<file path="src/rtl/branch_resolve_pkg.sv">
// Shared branch-correction types: branch classes, predictor update and redirect
// payloads, plus the internal resolve-entry layout.
package branch_resolve_pkg;

    localparam int unsigned IDX_W = 6;
    localparam int unsigned CNT_W = 32;
    localparam int unsigned PC_W  = 30;
    localparam int unsigned BT_W  = 3;

    typedef enum logic [BT_W-1:0] {
        BT_NONE = 3'd0,
        BT_COND = 3'd1,
        BT_JAL  = 3'd2,
        BT_JALR = 3'd3,
        BT_CALL = 3'd4,
        BT_RET  = 3'd5
    } br_type_e;

    typedef struct packed {
        logic             valid;
        logic [IDX_W-1:0] idx;
        logic             taken;
        logic [BT_W-1:0]  btype;
    } bc_update_t;

    typedef struct packed {
        logic            valid;
        logic [PC_W-1:0] pc;
    } redirect_t;

    typedef struct packed {
        logic            valid;
        logic [BT_W-1:0] btype;
        logic            predict;
        logic            taken;
        logic [PC_W-1:0] nojpc;
        logic [PC_W-1:0] bpc;
    } br_entry_t;

    // Predictor index must not depend on BPC, so it is derived from the fall-through PC.
    function automatic logic [IDX_W-1:0] bc_index(input logic [PC_W-1:0] nojpc);
        return nojpc[IDX_W-1:0] - IDX_W'(1);
    endfunction

endpackage

</file>
<file path="src/rtl/branch_resolve_sat_counter.sv">
// Saturating event counter with synchronous clear.
module sat_counter #(
    parameter int unsigned W = 32
) (
    input  logic         clk,
    input  logic         rst,
    input  logic         inc,
    input  logic         clear,
    output logic [W-1:0] count
);

    always_ff @(posedge clk or negedge rst) begin
        if (!rst) begin
            count <= '0;
        end else if (clear) begin
            count <= '0;
        end else if (inc && (count != '1)) begin
            count <= count + W'(1);
        end
    end

endmodule

</file>
<file path="src/rtl/branch_resolve.sv">
// Resolves committed branches (ID- or MEM-resolved) and drives predictor
// training, fetch redirect and front-end flush back towards ID.
module branch_resolve
    import branch_resolve_pkg::*;
(
    input  logic             clk,
    input  logic             rst,
    input  logic             stall,
    input  logic             ex_valid,
    input  logic [BT_W-1:0]  ex_branchType,
    input  logic             ex_predictTaken,
    input  logic             ex_idTaken,
    input  logic             ex_atMEM,
    input  logic [PC_W-1:0]  ex_NOJPC,
    input  logic [PC_W-1:0]  ex_BPC,
    input  logic             mem_taken,
    output logic             bc_valid,
    output logic [IDX_W-1:0] bc_idx,
    output logic             bc_taken,
    output logic [BT_W-1:0]  bc_type,
    output logic             redirect,
    output logic [PC_W-1:0]  redirect_pc,
    output logic             flush,
    output logic [CNT_W-1:0] perf_branches,
    output logic [CNT_W-1:0] perf_mispredicts
);

    br_entry_t  pend_q, pend_d;
    br_entry_t  hold_q, hold_d;
    br_entry_t  issue, ex_res;
    bc_update_t bc_q, bc_d;
    redirect_t  rd_q, rd_d;
    logic       mem_src_q;
    logic       issue_mem;
    logic       mem_mis;
    logic       mispredict;
    logic       squash;
    logic       ex_seen;

    // Resolve mux: hold (oldest) > pending MEM > new EX; a MEM mispredict kills younger work.
    always_comb begin
        pend_d     = pend_q;
        hold_d     = hold_q;
        issue      = '0;
        issue_mem  = 1'b0;
        mem_mis    = 1'b0;
        mispredict = 1'b0;
        bc_d       = '0;
        rd_d       = '0;

        ex_res         = '0;
        ex_res.valid   = 1'b1;
        ex_res.btype   = ex_branchType;
        ex_res.predict = ex_predictTaken;
        ex_res.taken   = ex_idTaken;
        ex_res.nojpc   = ex_NOJPC;
        ex_res.bpc     = ex_BPC;

        // The instruction in EX while a MEM-sourced redirect is out is wrong-path.
        squash  = rd_q.valid && mem_src_q;
        ex_seen = ex_valid && (ex_branchType != BT_NONE) && !stall && !squash;

        if (!stall) begin
            if (hold_q.valid) begin
                issue        = hold_q;
                hold_d.valid = 1'b0;
            end else if (pend_q.valid) begin
                issue        = pend_q;
                issue.taken  = mem_taken;
                issue_mem    = 1'b1;
                pend_d.valid = 1'b0;
            end
        end

        mem_mis = issue_mem && (issue.taken ^ issue.predict);

        if (ex_seen && !mem_mis) begin
            if (ex_atMEM) begin
                pend_d = ex_res;
            end else if (issue.valid) begin
                hold_d = ex_res;
            end else begin
                issue = ex_res;
            end
        end

        mispredict = issue.valid && (issue.taken ^ issue.predict);

        if (issue.valid) begin
            bc_d.valid = 1'b1;
            bc_d.idx   = bc_index(issue.nojpc);
            bc_d.taken = issue.taken;
            bc_d.btype = issue.btype;
            rd_d.valid = mispredict;
            if (mispredict) begin
                rd_d.pc = issue.taken ? issue.bpc : issue.nojpc;
            end
        end
    end

    // Output/pending/hold registers; stall freezes pulses and payload in place.
    always_ff @(posedge clk or negedge rst) begin
        if (!rst) begin
            pend_q    <= '0;
            hold_q    <= '0;
            bc_q      <= '0;
            rd_q      <= '0;
            mem_src_q <= 1'b0;
        end else if (!stall) begin
            pend_q    <= pend_d;
            hold_q    <= hold_d;
            bc_q      <= bc_d;
            rd_q      <= rd_d;
            mem_src_q <= issue_mem;
        end
    end

    // Counting at issue time means a pulse held by stall is counted only once.
    sat_counter #(.W(CNT_W)) u_cnt_branches (
        .clk   (clk),
        .rst   (rst),
        .inc   (issue.valid),
        .clear (1'b0),
        .count (perf_branches)
    );

    sat_counter #(.W(CNT_W)) u_cnt_mispredicts (
        .clk   (clk),
        .rst   (rst),
        .inc   (mispredict),
        .clear (1'b0),
        .count (perf_mispredicts)
    );

    assign bc_valid    = bc_q.valid;
    assign bc_idx      = bc_q.idx;
    assign bc_taken    = bc_q.taken;
    assign bc_type     = bc_q.btype;
    assign redirect    = rd_q.valid;
    assign redirect_pc = rd_q.pc;
    assign flush       = rd_q.valid;

    // A parked EX result leaves no room for another EX branch (delay-slot rule).
    hold_no_overrun: assert property (@(posedge clk) disable iff (!rst) !(hold_q.valid && ex_seen));

endmodule

</file>
<file path="config.mk">
export PLATFORM = sky130hd
export DESIGN_NAME = branch_resolve
export DESIGN_NICKNAME = d
export VERILOG_FILES = /design/src/rtl/branch_resolve_pkg.sv /design/src/rtl/branch_resolve_sat_counter.sv /design/src/rtl/branch_resolve.sv
export SDC_FILE = /design/constraint.sdc
export NUM_CORES = 1
export LEC_CHECK = 0
export CAP_MARGIN = 10
export CELL_PAD_IN_SITES_DETAIL_PLACEMENT = 1
export CELL_PAD_IN_SITES_GLOBAL_PLACEMENT = 1
export CORE_MARGIN = 8
export CORE_UTILIZATION = 47
export DETAILED_ROUTE_END_ITERATION = 10
export GPL_TIMING_DRIVEN = 0
export PLACE_DENSITY = 0.82
export SLEW_MARGIN = 20
export SYNTH_ARGS = -nofsm -noshare
export SYNTH_HDL_FRONTEND = slang
export SYNTH_HIERARCHICAL = 1
export SYNTH_SLANG_ARGS = --single-unit
</file>
<file path="constraint.sdc">
create_clock -name clk -period 9.8 [get_ports clk]
set_input_delay 1.47 -clock clk [delete_from_list [all_inputs] [get_ports clk]]
set_output_delay 1.47 -clock clk [all_outputs]
set_load 0.02 [all_outputs]
</file>
==> metrics.md <==
| Metric | Value |
|---|---|
| Run status | completed |
| Post-synth top area cell | dfrtp_1 |
| Area of the multi-input gates | between 5000 and 6000 µm² |
| H-tree lvl count | 1 |
| Routed WL | about 40 mm |
| Period minus WS final | roughly 5.1 ns |
| CTS Hold Bufs | 0 |
| Post-layout total power | 0.00253 W |
| Yosys synthesis warning count | 6 |
| Slowest-stage cell, CP | a21oi_1 |
| Vias | 10400 |
| Post-Synth Simple-Gate Area | between 10% and 20% |
| CTS tree | built |
| Synth Register Bits | about 240 |
| RSZ-0062 raised after global routing | false |
| Seq/Total Area, Yosys | 48.8% |
| I/O pins | between 150 and 200 |
| Peak Freq | roughly 200 MHz |
| Met1 usage in global routing | a little over 30% |
| Antenna viol nets, final | 0 |
| Max_slew headroom | a little over a third |
| Num CTS Buffers | 28 |
| Post-synth ARST share | 100% |
| Port Buf Inserts | around 180 |
| First-pass GRT wire length | around 64 mm |
| Placed cells | 1629 |
| Least-Margin Pin Slew | approximately 0.95 ns |
| RR Endpoint | u_cnt_mispredicts/count[29] |
| Max incr delay on CP | approximately 0.63 ns |
| Post-synth EDFFs | 0 |
| Setup violators final | 0 |
| Congestion Overflow GR | 0 |
| Synthesized netlist cell count | ~1100 |
| Vias in the first global route | roughly 12000 |
| Post-CTS Resized | 0 |
| Sink Count | ~240 |
| Met3 Use GR | approximately 5.6% |
| Hold path cells | 2 |
| Die area | between 30000 and 40000 µm² |
| Leak | slightly above 6 nW |
| Layout cells sized above 1 | between 10 and 15% |
| Synth cell types | between 60 and 70 |
| Number of antenna violations at the first check in global routing | 3 |
| Peak supply drop | 0.000130 V |
| Critical Path Fanout Max | 14 |
| Clock-pin slew on the worst setup and hold paths | ~0.060 ns |
| Final GP Congestion | about 0.83 |
| Core area | roughly 26000 µm² |
| Max-cap violations | 0 |
| Avg Vias per Cell | ~6.2 |
| Cell Chain, Critical Path | clkdlybuf4s50_1, nand3b_1, a21oi_1, nor2_1, a211oi_2, buf_2, nand4_1, or4_1, a2111o_1, or3_1, a21oi_1 |
| Crit Reg-Reg Startpoint | hold_q[65] |
| DR DRC count | 0 |
| CP delay by family, top | compound AO/OA/AOI/OAI gates |
| Multiplexer share of the synthesized area | approximately 14% |
| Routed wire length per instance | around 24 µm |
| Largest net degree at the start of global routing | 96 |
| CP bufs+invs | 2 |
| Worst Hold Launch | mem_src_q |
| Hold EP | mem_src_q |
| Post-DP HPWL | around 28 mm |
| DIE HEIGHT | 177 µm |
| Seq. cell area | 5960 µm² |
| Top-area cell type share of the netlist area | approximately half |
| Ranking of synthesized cells by area | dfrtp_1 (49%), mux2_2 (7.7%), mux2_1 (4.6%) |
| Complex-gate fraction of the synthesized area | between 15 and 20% |
| HP Class | reg -> reg |
| Layout area overhead | 25.7% |
| Main synth FF type | dfrtp_1 |
| Setup TNS | 0 ns |
| Root Buffer | clkbuf_16 |
| Router iterations before antenna repair | 4 |
| Post-Syn Area | 12200 µm² |
| Critical path arrival | roughly 5.6 ns |
| Final slew viol count | 0 |
| Starting Density | a little under half |
| Critical path required time | between 10 and 15 ns |
| Clock tree buffer depth | 3 |
| Crit Path Class | in -> reg |
| Crit path top cell by count | a21oi_1 |
| Non-filler instance count after layout | approximately 1700 |
| Fillers | 2719 |
| Total power per unit cell area | approximately 160 nW/µm² |
| Overall Global Routing Usage | about a quarter |
| Iter 0 DRT Violations | 712 |
| Reg2reg path depth | 11 |
| Clk_skew | about 0.025 ns |
| Setup bufs post-CTS | 0 |
| Nets@finish | 1398 |
| Setup crit start kind | primary input |
| Final worst-path cycle share | between 50% and 60% |
| Clk_lat worst skew | 0.54 ns |
| Grt met2 use | 44.2% |
| Chip width | roughly 180 µm |
| Cell row count | 59 |
| Worst Setup End Kind | flop |
| GRT busiest layer | met2 |
| Post-Synth XOR/XNOR Area | about 1.6% |
| Post-Synth Adder-Cell Area | less than 1% |
| Syn_area_per_cell | around 11 µm² |
| FF-to-FF setup slack | 5.58 ns |
| Main combinational cell family by area after synthesis | compound AO/OA/AOI/OAI gates |
| Fin. Hold Viols | 0 |
## where the power goes
group / total (W) / switching, W / internal (W)
Clock: 0.00101 / 0.000411 / 0.000602
Combinational: 0.000324 / 0.000164 / 0.000160
Sequential: 0.00119 / 0.0000791 / 0.00112
## tightest hold or removal path, delay by kind of cell, from the launching register on
| kind | cells | cell delay, ns |
|---|---|---|
| flip-flops | 1 | 0.34 |
| AND/OR/NAND/NOR | 2 | 0.11 |
## layout make-up
type                            count  area share [%]
Timing Repair Buffer              179            11.9
Clock buffer                       38            5.34
Multi-Input combinational cell    785            38.0
Inverter                           10           0.245
Tap cell                          335            2.73
Buffer                             82            2.53
Antenna cell                        2          0.0326
Sequential cell                   238            38.8
Clock inverter                      6           0.383
## how the worst max path moves through the flow
stage	start	to	slack [ns]	cells after the start
2_1_floorplan	stall	u_cnt_mispredicts/count[29]	5.52	10
3_3_place_gp	rst	u_cnt_branches/count[25]	-3.17	1
3_5_place_dp	mem_taken	u_cnt_mispredicts/count[29]	4.16	11
4_1_cts	mem_taken	u_cnt_mispredicts/count[29]	4.71	11
5_1_grt	mem_taken	u_cnt_mispredicts/count[29]	4.46	11
6_report	mem_taken	u_cnt_mispredicts/count[29]	4.71	11
## logic make-up (layout without fill, tap and decap cells)
| family | count (synthesis) | in the layout |
|---|---|---|
| buffers and inverters | 92 | 315 |
| DFF | 238 | 238 |
| other | 1 | 4 |
| adders and majority gates | 3 | 3 |
| AOI/OAI and AO/OA | 275 | 275 |
| muxes | 159 | 159 |
| xor gates and xnor gates | 22 | 22 |
| and+or+nand+nor | 324 | 324 |
## per-stage QoR
stage	worst slack (ns)	hold slack (ns)	utilization, %	instance area, µm²
final	4.71	0.483	59.6	15300
after global routing	4.46	0.504	59.5	15300
after CTS	4.71	0.487	59.5	15300
after detailed placement	4.16	0.471	56.1	14500
after global placement	-3.17	0.456	55.9	14400
after floorplan	5.52	0.442	-	12200
## cell usage after synthesis (7+ instances only)
cell type	instances
a21oi_1	66
a22o_1	59
a32o_1	8
and2_1	7
and3_1	12
buf_1	7
buf_2	22
buf_4	10
clkbuf_1	41
dfrtp_1	238
inv_1	10
mux2_1	50
mux2_2	83
mux2i_1	26
nand2_1	68
nand3_1	50
nand3b_1	30
nand4_1	14
nor2_1	54
nor3_1	13
nor4_1	12
o2111ai_1	26
o211ai_1	28
o21ai_0	35
or3_1	27
or4_1	7
xnor2_1	13
xor2_1	9
## flip-flops by register name, summed over array words and instances, names as in the netlist
name / count
hold_q: 66
pend_q: 65
u_cnt_branches/count: 32
u_cnt_mispredicts/count: 32
redirect_pc: 30
bc_idx: 6
bc_type: 3
bc_taken: 1
bc_valid: 1
flush: 1
mem_src_q: 1
## layer usage
layer,routed length [µm],vias to the layer above
met5,36,-
met4,982,6
met3,2270,70
met2,20100,268
met1,16500,5392
li1,-,4637
## cells in the final DEF, fill, tap and decap left out, types with 6 or more instances in the layout
cell | netlist | final
nand3b_1 | 30 | 30
nand4_1 | 14 | 14
xor2_1 | 9 | 9
a22o_1 | 59 | 59
clkbuf_1 | 41 | 44
nor3_1 | 13 | 13
buf_2 | 22 | 22
dfrtp_1 | 238 | 238
and2_1 | 7 | 7
and3_1 | 12 | 12
a32o_1 | 8 | 8
mux2_2 | 83 | 83
clkbuf_8 | 0 | 6
nand3_1 | 50 | 50
nor4_1 | 12 | 12
buf_4 | 10 | 10
buf_1 | 7 | 7
mux2_1 | 50 | 50
o211ai_1 | 28 | 28
mux2i_1 | 26 | 26
xnor2_1 | 13 | 13
a211o_1 | 6 | 6
o2111ai_1 | 26 | 26
or4_1 | 7 | 7
inv_1 | 10 | 10
clkbuf_16 | 0 | 29
clkdlybuf4s50_1 | 0 | 176
or3_1 | 27 | 27
nor2_1 | 54 | 54
o21ai_0 | 35 | 35
a21oi_1 | 66 | 66
nand2_1 | 68 | 68
nor2b_1 | 6 | 6
No activity file was read; power rests on OpenSTA's default activity.
